$ cat src/rtl/clkdiv_multi.sv
// clkdiv_multi: NCH independent run-time programmable clock-enable generators.
// Each channel counts 0..D and then emits a one-cycle tick. clk_out toggles on
// every tick. New divisors are staged in pend_div and are applied only at a
// period boundary, so consumers of tick never see a runt or stretched period.
module clkdiv_multi #(
   parameter int          NCH     = 4,
   parameter int          W       = 24,
   parameter int unsigned DIV_RST = 1,
   localparam int         CW      = (NCH > 1) ? $clog2(NCH) : 1
) (
   input  logic           clk,
   input  logic           clr_n,
   input  logic [NCH-1:0] ch_en,
   input  logic           sync,
   input  logic           wr_en,
   input  logic [CW-1:0]  wr_ch,
   input  logic [W-1:0]   wr_div,
   output logic           wr_ack,
   output logic           wr_err,
   output logic [NCH-1:0] tick,
   output logic [NCH-1:0] clk_out
);

   localparam logic [W-1:0]  DIV_RST_W = W'(DIV_RST);
   localparam logic [CW:0]   NCH_W     = (CW + 1)'(NCH);

   // wr_ch can encode more values than there are channels when NCH is not a
   // power of two; those writes are rejected without touching any channel.
   logic wr_in_range;
   logic wr_valid;

   assign wr_in_range = ({1'b0, wr_ch} < NCH_W);
   assign wr_valid    = wr_en & wr_in_range;

   logic wr_ack_q, wr_ack_d;
   logic wr_err_q, wr_err_d;

   // Write handshake: accept or reject every strobe, one per cycle, no stall.
   always_comb begin
      wr_ack_d = wr_valid;
      wr_err_d = wr_en & ~wr_in_range;
   end

   // Handshake pulse registers.
   always_ff @(posedge clk or negedge clr_n) begin
      if (!clr_n) begin
         wr_ack_q <= 1'b0;
         wr_err_q <= 1'b0;
      end else begin
         // NOTE: state is always updated with <= so every register samples the
         // pre-edge values, independent of the order of statements or blocks.
         wr_ack_q <= wr_ack_d;
         wr_err_q <= wr_err_d;
      end
   end

   assign wr_ack = wr_ack_q;
   assign wr_err = wr_err_q;

   for (genvar g = 0; g < NCH; g++) begin : g_ch
      logic [W-1:0] cnt_q,  cnt_d;
      logic [W-1:0] cur_q,  cur_d;
      logic [W-1:0] pdiv_q, pdiv_d;
      logic         pend_q, pend_d;
      logic         tick_q, tick_d;
      logic         clko_q, clko_d;
      logic         wr_hit;
      logic         at_tc;

      assign wr_hit = wr_valid & (wr_ch == CW'(g));
      assign at_tc  = (cnt_q == cur_q);

      // Channel next state: sync/disable park the channel, otherwise count.
      always_comb begin
         // NOTE: every output of this block gets a default first, so no path
         // leaves a signal unassigned and no latch is inferred.
         cnt_d  = cnt_q;
         cur_d  = cur_q;
         pdiv_d = pdiv_q;
         pend_d = pend_q;
         tick_d = 1'b0;
         clko_d = clko_q;

         if (sync || !ch_en[g]) begin
            // Parked or restarting: no period is in flight, so any staged
            // divisor and any new write can go straight into cur_div.
            cnt_d  = '0;
            clko_d = 1'b0;
            if (pend_q) begin
               cur_d  = pdiv_q;
               pend_d = 1'b0;
            end
            if (wr_hit) begin
               cur_d = wr_div;
            end
         end else begin
            if (at_tc) begin
               cnt_d  = '0;
               tick_d = 1'b1;
               clko_d = ~clko_q;
               if (pend_q) begin
                  cur_d  = pdiv_q;
                  pend_d = 1'b0;
               end
            end else begin
               cnt_d = cnt_q + W'(1);
            end
            // A write on a running channel is staged; on a terminal-count edge
            // it lands after the old staged value has been consumed above.
            if (wr_hit) begin
               pdiv_d = wr_div;
               pend_d = 1'b1;
            end
         end
      end

      // Channel state registers.
      always_ff @(posedge clk or negedge clr_n) begin
         if (!clr_n) begin
            cnt_q  <= '0;
            cur_q  <= DIV_RST_W;
            pdiv_q <= '0;
            pend_q <= 1'b0;
            tick_q <= 1'b0;
            clko_q <= 1'b0;
         end else begin
            cnt_q  <= cnt_d;
            cur_q  <= cur_d;
            pdiv_q <= pdiv_d;
            pend_q <= pend_d;
            tick_q <= tick_d;
            clko_q <= clko_d;
         end
      end

      assign tick[g]    = tick_q;
      assign clk_out[g] = clko_q;
   end

endmodule
$ cat config.mk
export PLATFORM = sky130hd
export DESIGN_NAME = clkdiv_multi
export DESIGN_NICKNAME = d
export VERILOG_FILES = /design/src/rtl/clkdiv_multi.sv
export SDC_FILE = /design/constraint.sdc
export NUM_CORES = 1
export LEC_CHECK = 0
export BUFFER_PORTS_ARGS = -buffer_cell sky130_fd_sc_hd__buf_2
export CORE_ASPECT_RATIO = 0.9
export CORE_MARGIN = 5
export CORE_UTILIZATION = 45
export CTS_BUF_LIST = sky130_fd_sc_hd__clkbuf_4 sky130_fd_sc_hd__clkbuf_8
export DETAILED_ROUTE_END_ITERATION = 10
export GPL_ROUTABILITY_DRIVEN = 0
export PLACE_DENSITY = 0.66
export SLEW_MARGIN = 40
export SYNTH_ARGS = -nofsm -noshare
export SYNTH_HDL_FRONTEND = slang
export SYNTH_SLANG_ARGS = --single-unit
$ cat constraint.sdc
create_clock -name clk -period 3.5 [get_ports clk]
set_clock_uncertainty 0.15 [all_clocks]
set_input_delay 0.7 -clock clk [delete_from_list [all_inputs] [get_ports clk]]
set_output_delay 0.7 -clock clk [all_outputs]
set_load 0.01 [all_outputs]
* Word-level counts from Yosys, hierarchy flattened
Index checks and enable logic that the tools add are counted.
** Storage, ports and cells
- Register bits after elaboration :: 301
- Bits of input ports :: 34
- Output and inout bits :: 10
- Logic and storage cells :: 121
** Operators by class
- Add/subtract/negate cells :: 4
- Eq/ne operators :: 7
- Multiplexer cells :: 52
- Bitwise gates (word level) :: 12
- Reductions and logical operators :: 21
** Operators by type and width (count)
- 24-bit two-way mux :: 24
- 24-bit by 1-bit adder with 24-bit output (second input constant) :: 4
- 24-bit == test :: 4
- 1-bit two-way mux :: 28
- 3-bit nonzero test :: 4
- 1-bit NOT :: 8
- 2-bit AND reduction :: 4
- 2-bit nonzero test :: 4
- 1-bit bitwise AND :: 4
- 2-bit == test (second input constant) :: 2
- 1-bit logical NOT :: 4
- 1-bit logical OR :: 4
- 2-bit by 1-bit == test with 1-bit output (second input constant) :: 1
- 2-bit logical NOT :: 1

* Depth between registers and ports, before layout
Gate-level depths: netlist (run 1).
- Depth after elaboration :: 4
- Depth in mapped cells :: 9
- Depth with buffers taken out :: 7

* Least setup slack after synthesis (run 1)
OpenSTA, ideal clock, no wires.
- Path kind :: input to register
- From :: input port sync
- To :: register g_ch[2].cur_q[1]
- Arrival :: 1.933 ns
- Data required time :: 3.223 ns
- Slack :: 1.291 ns
- Stages on the path :: 7
- Path buffers :: 2
- Cell sequence :: nand2b_2 -> or3b_1 -> buf_2 -> buf_2 -> o21ai_0 -> nand2_1 -> o2bb2ai_1
** Between the ends
- Longest elaborated chain between the ends :: 2
- Elaborated cells on any way between the ends :: 3
- Classes of those cells :: 1 x mux; 2 x reduce/logical
** Ends and longest elaborated chain
- start, declared :: line 14 : input logic sync,
- 1-bit logical OR * :: line 84 : if (sync || !ch_en[g]) begin
- 24-bit two-way mux or 2-bit nonzero test (tied branches)
- end signal, assigned :: line 128 : cur_q <= cur_d;
- end, declared :: line 62 : logic [W-1:0] cur_q, cur_d;
Mark *: on every way between the ends. The rest lies on a longest branch, timed or not.
A chain may end at the register's enable or synchronous reset.

* Worst setup path after layout (run 1)
- From :: register g_ch[1].cnt_q[6]
- To :: register g_ch[1].cur_q[3]
** Between the ends
- Longest elaborated chain between the ends :: 2
** Ends and longest elaborated chain
- start, declared :: line 61 : logic [W-1:0] cnt_q, cnt_d;
- start signal, assigned :: line 127 : cnt_q <= cnt_d;
- 24-bit == test :: line 71 : assign at_tc = (cnt_q == cur_q);
- 2-bit nonzero test (no source line)
- end signal, assigned :: line 128
- end, declared :: line 62
Every way passes these cells.

==> results of run 1 <==
## per-stage QoR
step | power (mW) | setup WS, ns | utilization | area [µm²] | cells
2_1_floorplan | 5.23 | 1.29 | - | 14900 | 1384
3_3_place_gp | 5.60 | 0.740 | 0.469 | 15400 | 1786
3_5_place_dp | 5.63 | 0.699 | 0.470 | 15400 | 1786
4_1_cts | 9.17 | 0.961 | 0.506 | 16600 | 1883
5_1_grt | 9.51 | 0.699 | 0.506 | 16600 | 1883
6_report | 9.06 | 0.974 | 0.506 | 16600 | 1883
## cell type report
type | instances | area share
flip-flops and latches | 301 | 0.454
multi-input cells | 988 | 0.413
clock buffers | 91 | 0.0694
well taps | 422 | 0.0318
repair buffers | 65 | 0.0268
inverters | 11 | 0.00249
clock inverters | 5 | 0.00196
## state kept, by name (all words and copies together), names as in the netlist
name         cells
g_ch.cnt_q      96
g_ch.cur_q      96
g_ch.pdiv_q     96
wr_ack           1
g_ch.tick_q      4
g_ch.clko_q      4
g_ch.pend_q      4
## critical path, cell delays in order, from the launching register on
cell,delay [ns]
dfrtp_1,0.46
xnor2_1,0.28
nand4_1,0.14
nor4_2,0.42
a21o_2,0.23
buf_4,0.42
nand2_1,0.11
o2bb2ai_1,0.15
## cells in the final DEF, fill, tap and decap left out, types with 4 or more instances in the layout
cell type and instances:
clkbuf_8 75, dfrtp_1 294, nand3_1 25, nand4_1 44, clkbuf_4 16, xor2_1 54
and3_1 11, o2bb2ai_1 96, nor4_2 6, or3_1 12, nand2_1 140, ha_1 4
and4_1 6, nor2_2 4, a21o_1 4, buf_2 41, buf_12 4, o21ai_0 106
mux2_2 96, and2_1 6, nor2_1 105, nand2b_1 6, a21oi_1 16, xnor2_1 121
dfstp_2 4, inv_1 11, nand3b_1 97, buf_4 18
## power by group
part | leakage, nW | switching (mW) | internal [mW]
clock network | 0.621 | 1.43 | 2.06
registers | 3.73 | 0.357 | 4.03
logic | 2.17 | 0.500 | 0.686
total | 6.52 | 2.29 | 6.77
## cell families after synthesis
kind of cell,Yosys count,synth area share
buffers and inverters,95,0.0350
and+or+nand+nor,480,0.174
DFF,301,0.506
adders and majority gates,4,0.00336
AOI/OAI and AO/OA,231,0.105
muxes,96,0.0726
xor gates and xnor gates,176,0.104
other,1,0.000252
## per-layer routing
layer / vias up / part of all wire
li1: 4916 / -
met1: 5146 / 0.49
met2: 176 / 0.45
met3: 44 / 0.044
met4: 0 / 0.016
met5: - / 0
## synth_stat cells, types with 3 or more instances
library cell,instances
buf_1,11
buf_4,10
xnor2_1,121
inv_1,11
ha_1,4
o21ai_0,106
a21o_2,3
a21oi_1,16
nand3b_1,97
buf_2,35
dfstp_2,4
and4_1,6
and3_1,11
nand3_1,25
nand4_1,44
nor2_1,107
nand2b_1,6
dfrtp_1,297
nor3_2,3
nor3_1,3
xor2_1,54
clkbuf_1,16
o2bb2ai_1,96
buf_6,11
nor4_2,6
mux2_2,96
a21o_1,4
and2_1,6
a21boi_2,3
or3_1,12
nand2_1,140
## worst min-delay path by stage
stage	from	end	slack [ns]	cells past startpoint
3_3_place_gp	g_ch[0].pdiv_q[4]	g_ch[0].pdiv_q[4]	0.33	1
3_5_place_dp	g_ch[0].pdiv_q[4]	g_ch[0].pdiv_q[4]	0.33	1
4_1_cts	wr_en	wr_ack	0.09	1
6_report	wr_en	wr_ack	0.13	1
5_1_grt	wr_en	wr_ack	0.09	1
2_1_floorplan	clr_n	g_ch[0].clko_q	0.25	0
==> results.cfg, run 1 <==
[global_route]
track_usage = 0.184
overflow = 0
grt_pass1_wl_mm = 55.7
grt_pass1_vias = 10300
use_met3 = 0.0348
grt_max_degree = 83
top_usage_layer = met2
use_met2 = 0.281
antenna_found_initial = 1
use_met1 = 0.275

[yosys]
ys_warn_count = 0
netlist_area_um2 = 14900
async_flop_share = 1.00
synth_area_leaders = dfrtp_1 (50%), mux2_2 (7.3%), xnor2_1 (7.1%), o2bb2ai_1 (5.6%), nand3b_1 (4.9%)
netlist_instances = 1384
yosysTopAreaCell = dfrtp_1
ys_types = 46
ys_ff_latch = 301
synth_edf_count = 0
synth_nets = 1422
ys_seq_area_frac = 0.506
synth_top_area_frac = 0.499
syn_avg_cell_area_um2 = 10.8
synthFlopType = dfrtp_1

[pwr]
total_leakage_power_nw = 6.52
vdd_drop_max_uv = 358
p_per_area_nw_per_um2 = 546

[clocking]
clk_path_buf_depth = 3
cts_resized = 0
cts_root_buffer = clkbuf_8
post_cts_buffers = 0
clock_latency_ns = 0.58
cts.clk_slew.worst_paths_ns = 0.06
clkSinkCount = 301
cts_tree = yes
cts_buffers = 51
htreeDepth = 2
postCtsHoldBufs = 1

[setup_path]
start_kind = register
r2r-start = g_ch[1].cnt_q[6]
cp.arrival_ns = 2.81
critical_path_class = register to register
r2r_slack_ns = 0.97
cp-end-kind = register
r2r-end = g_ch[1].cur_q[3]
cp_max_fo = 47
required_ns = 3.79
critPathLaunch = g_ch[1].cnt_q[6]
worstSetupEndpoint = g_ch[1].cur_q[3]
r2r_cells = 7

[sta]
setup_viol = 0
whs_ns = 0.131
slew_headroom = 0.541
worstMarginPinSlew_ns = 0.687
tns_ns = 0
period_minus_slack_ns = 2.53
slew_viol_final = 0
hold_violations = 0
rsz0062_at_grt = false
clock.fmax_ghz = 0.396
fin_crit_sh = 0.722

[route]
drt_iter0_drc = 656
vias = 10300
drt_first_pass_iters = 5
drc = 0
via_per_inst = 5.46
routed_wl_mm = 33.6
final_antenna_net_count = 0
wl_per_cell_um = 17.9

[floorplanning]
io_pins = 44
design.core.area_um2 = 32800
initial_utilization = 0.454
fp.dieArea_um2 = 36800
die_x_um = 202
rows = 63
die_h_um = 183

[finish]
area_growth_pct = 11.5
drive_gt1_frac = 0.199
multi_input_area_um2 = 6850
seqCellArea_um2 = 7540
antennaDiodeCount = 0
nFillCells = 2944
fin_nets = 1456

[placed_design]
dp_hpwl_mm = 22.3
portBuffers = 42

[status]
outcome = complete, no violations

[flow_run]
drv_cap = 0

[min_path]
hold_path.class = primary input to register
Power figures use the tool's default switching activity.
==> inputs of run 2 (changes only) <==
clock period = 2.4 ns   (was 3.5 ns; I/O delays follow)
==> run 2 against run 1 <==
Net effect: global-route usage grew 0.37 points; final cell count grew 1.3%; largest power group unchanged; critical endpoint is now g_ch[1].cur_q[1]; total power grew 46%; highest routed layer is now met5; die area is the same; critical path type unchanged; setup slack lost 0.87 ns; combinational power grew 52%; final area grew 2.1%; clock power grew 44%; count of clock-buffer cells in the layout grew 3; register-to-register slack lost 0.87 ns; largest cell class unchanged.
==> results.cfg, run 2 (same netlist as run 1, synthesis figures left out) <==
[status]
outcome = complete, no violations

[clocking]
cts.clk_slew.worst_paths_ns = 0.06
clock_latency_ns = 0.58
htreeDepth = 2
cts_tree = yes
clk_path_buf_depth = 3
cts_buffers = 51
cts_root_buffer = clkbuf_8
clkSinkCount = 301

[pwr]
vdd_drop_max_uv = 432
p_per_area_nw_per_um2 = 780
total_leakage_power_nw = 6.75

[floorplanning]
die_x_um = 202
design.core.area_um2 = 32800
die_h_um = 183
initial_utilization = 0.454
fp.dieArea_um2 = 36800
rows = 63
io_pins = 44

[min_path]
hold_depth = 2
hold_path.class = primary input to register
min_from = wr_div[11]
holdPathEnd = g_ch[3].pdiv_q[11]

[setup_path]
r2r_cells = 7
r2r-start = g_ch[1].cur_q[6]
r2r-end = g_ch[1].cur_q[1]
cp-end-kind = register
critPathLaunch = g_ch[1].cur_q[6]
r2r_slack_ns = 0.10
start_kind = register
required_ns = 2.69
cp_max_fo = 47
cp.arrival_ns = 2.58
critical_path_class = register to register

[sta]
period_minus_slack_ns = 2.30
slew_headroom = 0.551
slew_viol_final = 0
worstMarginPinSlew_ns = 0.672
clock.fmax_ghz = 0.435
tns_ns = 0
setup_viol = 0
hold_violations = 0
fin_crit_sh = 0.957

[route]
drt_first_pass_iters = 5
final_antenna_net_count = 0
drc = 0
vias = 10500
drt_iter0_drc = 587
via_per_inst = 5.50
wl_per_cell_um = 18.1
routed_wl_mm = 34.4

[finish]
drive_gt1_frac = 0.213
fin_nets = 1481
area_growth_pct = 13.8
final_common_cell = dfrtp_1
final_area_um2 = 16900
reg_top3 = g_ch.cnt_q (96), g_ch.cur_q (96), g_ch.pdiv_q (96)
final_cell_mix = dfrtp_1 (295), nand2_1 (140), xnor2_1 (117)
antennaDiodeCount = 0

[global_route]
overflow = 0
grt_pass1_vias = 10600
antenna_found_initial = 2
track_usage = 0.188
grt_pass1_wl_mm = 56.8
grt_max_degree = 59

[placed_design]
placed_cell_area_um2 = 15700
dp_hpwl_mm = 23.2
portBuffers = 42

[flow_run]
drv_cap = 0
[run 2: cell count changes in the layout (fill, tap and decap cells not counted), sizes merged]
cell and change:
buf +23, clkbuf +4, clkinv -1, clkinvlp -3
dlygate4sd3 +1
[run 2: timing repair]
item	4_1_cts	5_1_grt
endpoints found under the setup margin	0	41
endpoints found under the hold margin	49	0
setup buffers	0	0
resized for setup	0	7
hold buffers	2	0
[run 2: final cells by class]
| class | count | area [µm²] |
|---|---|---|
| sequential | 301 | 7540 |
| multi-input combinational | 988 | 6910 |
| fill | 2912 | 15800 |
| timing repair buffer | 90 | 778 |
| clock buffer | 94 | 1140 |
| clock inverter | 1 | 5.00 |
| tap | 422 | 528 |
| inverter | 11 | 41.3 |
[run 2: metrics by stage]
stage / power [mW] / util / hold slack (ns) / setup slack, ns / instances
after floorplan: 7.63 / - / 0.0344 / 0.411 / 1384
after global placement: 8.19 / 0.478 / 0.303 / -0.0809 / 1809
after detailed placement: 8.25 / 0.479 / 0.302 / -0.00556 / 1809
after CTS: 13.3 / 0.514 / 0.101 / 0.0742 / 1906
after global routing: 13.9 / 0.517 / 0.125 / -0.00953 / 1907
final: 13.2 / 0.517 / 0.162 / 0.103 / 1907
[run 2: worst max-delay path by stage]
stage / endpoint / slack (ns) / cells after the start
3_5_place_dp: g_ch[2].cur_q[13] / -0.006 / 7
4_1_cts: g_ch[2].cur_q[8] / 0.07 / 7
2_1_floorplan: g_ch[2].cur_q[1] / 0.41 / 7
3_3_place_gp: g_ch[2].cur_q[22] / -0.08 / 5
5_1_grt: g_ch[1].cur_q[22] / -0.01 / 7
6_report: g_ch[1].cur_q[1] / 0.10 / 7
[run 2: metal layers]
metal | track usage | vias up | wire length [µm]
met5 | 0 | - | 16
met4 | 0.0440 | 4 | 616
met3 | 0.0382 | 62 | 1640
met2 | 0.289 | 186 | 15300
met1 | 0.276 | 5253 | 16800
li1 | - | 4974 | -
[run 2: report_power, final]
part	total, mW	switching [mW]	internal (mW)
sequential	6.39	0.514	5.88
clock	5.02	2.07	2.95
combinational	1.81	0.757	1.05
[run 2: worst max-delay path, cell delays in order, from the launching register on]
cell       delay, ns
dfrtp_1         0.39
xnor2_1         0.33
nand4_1         0.20
nor4_4          0.37
a21o_2          0.24
buf_12          0.24
nand2_1         0.09
o2bb2ai_1       0.13
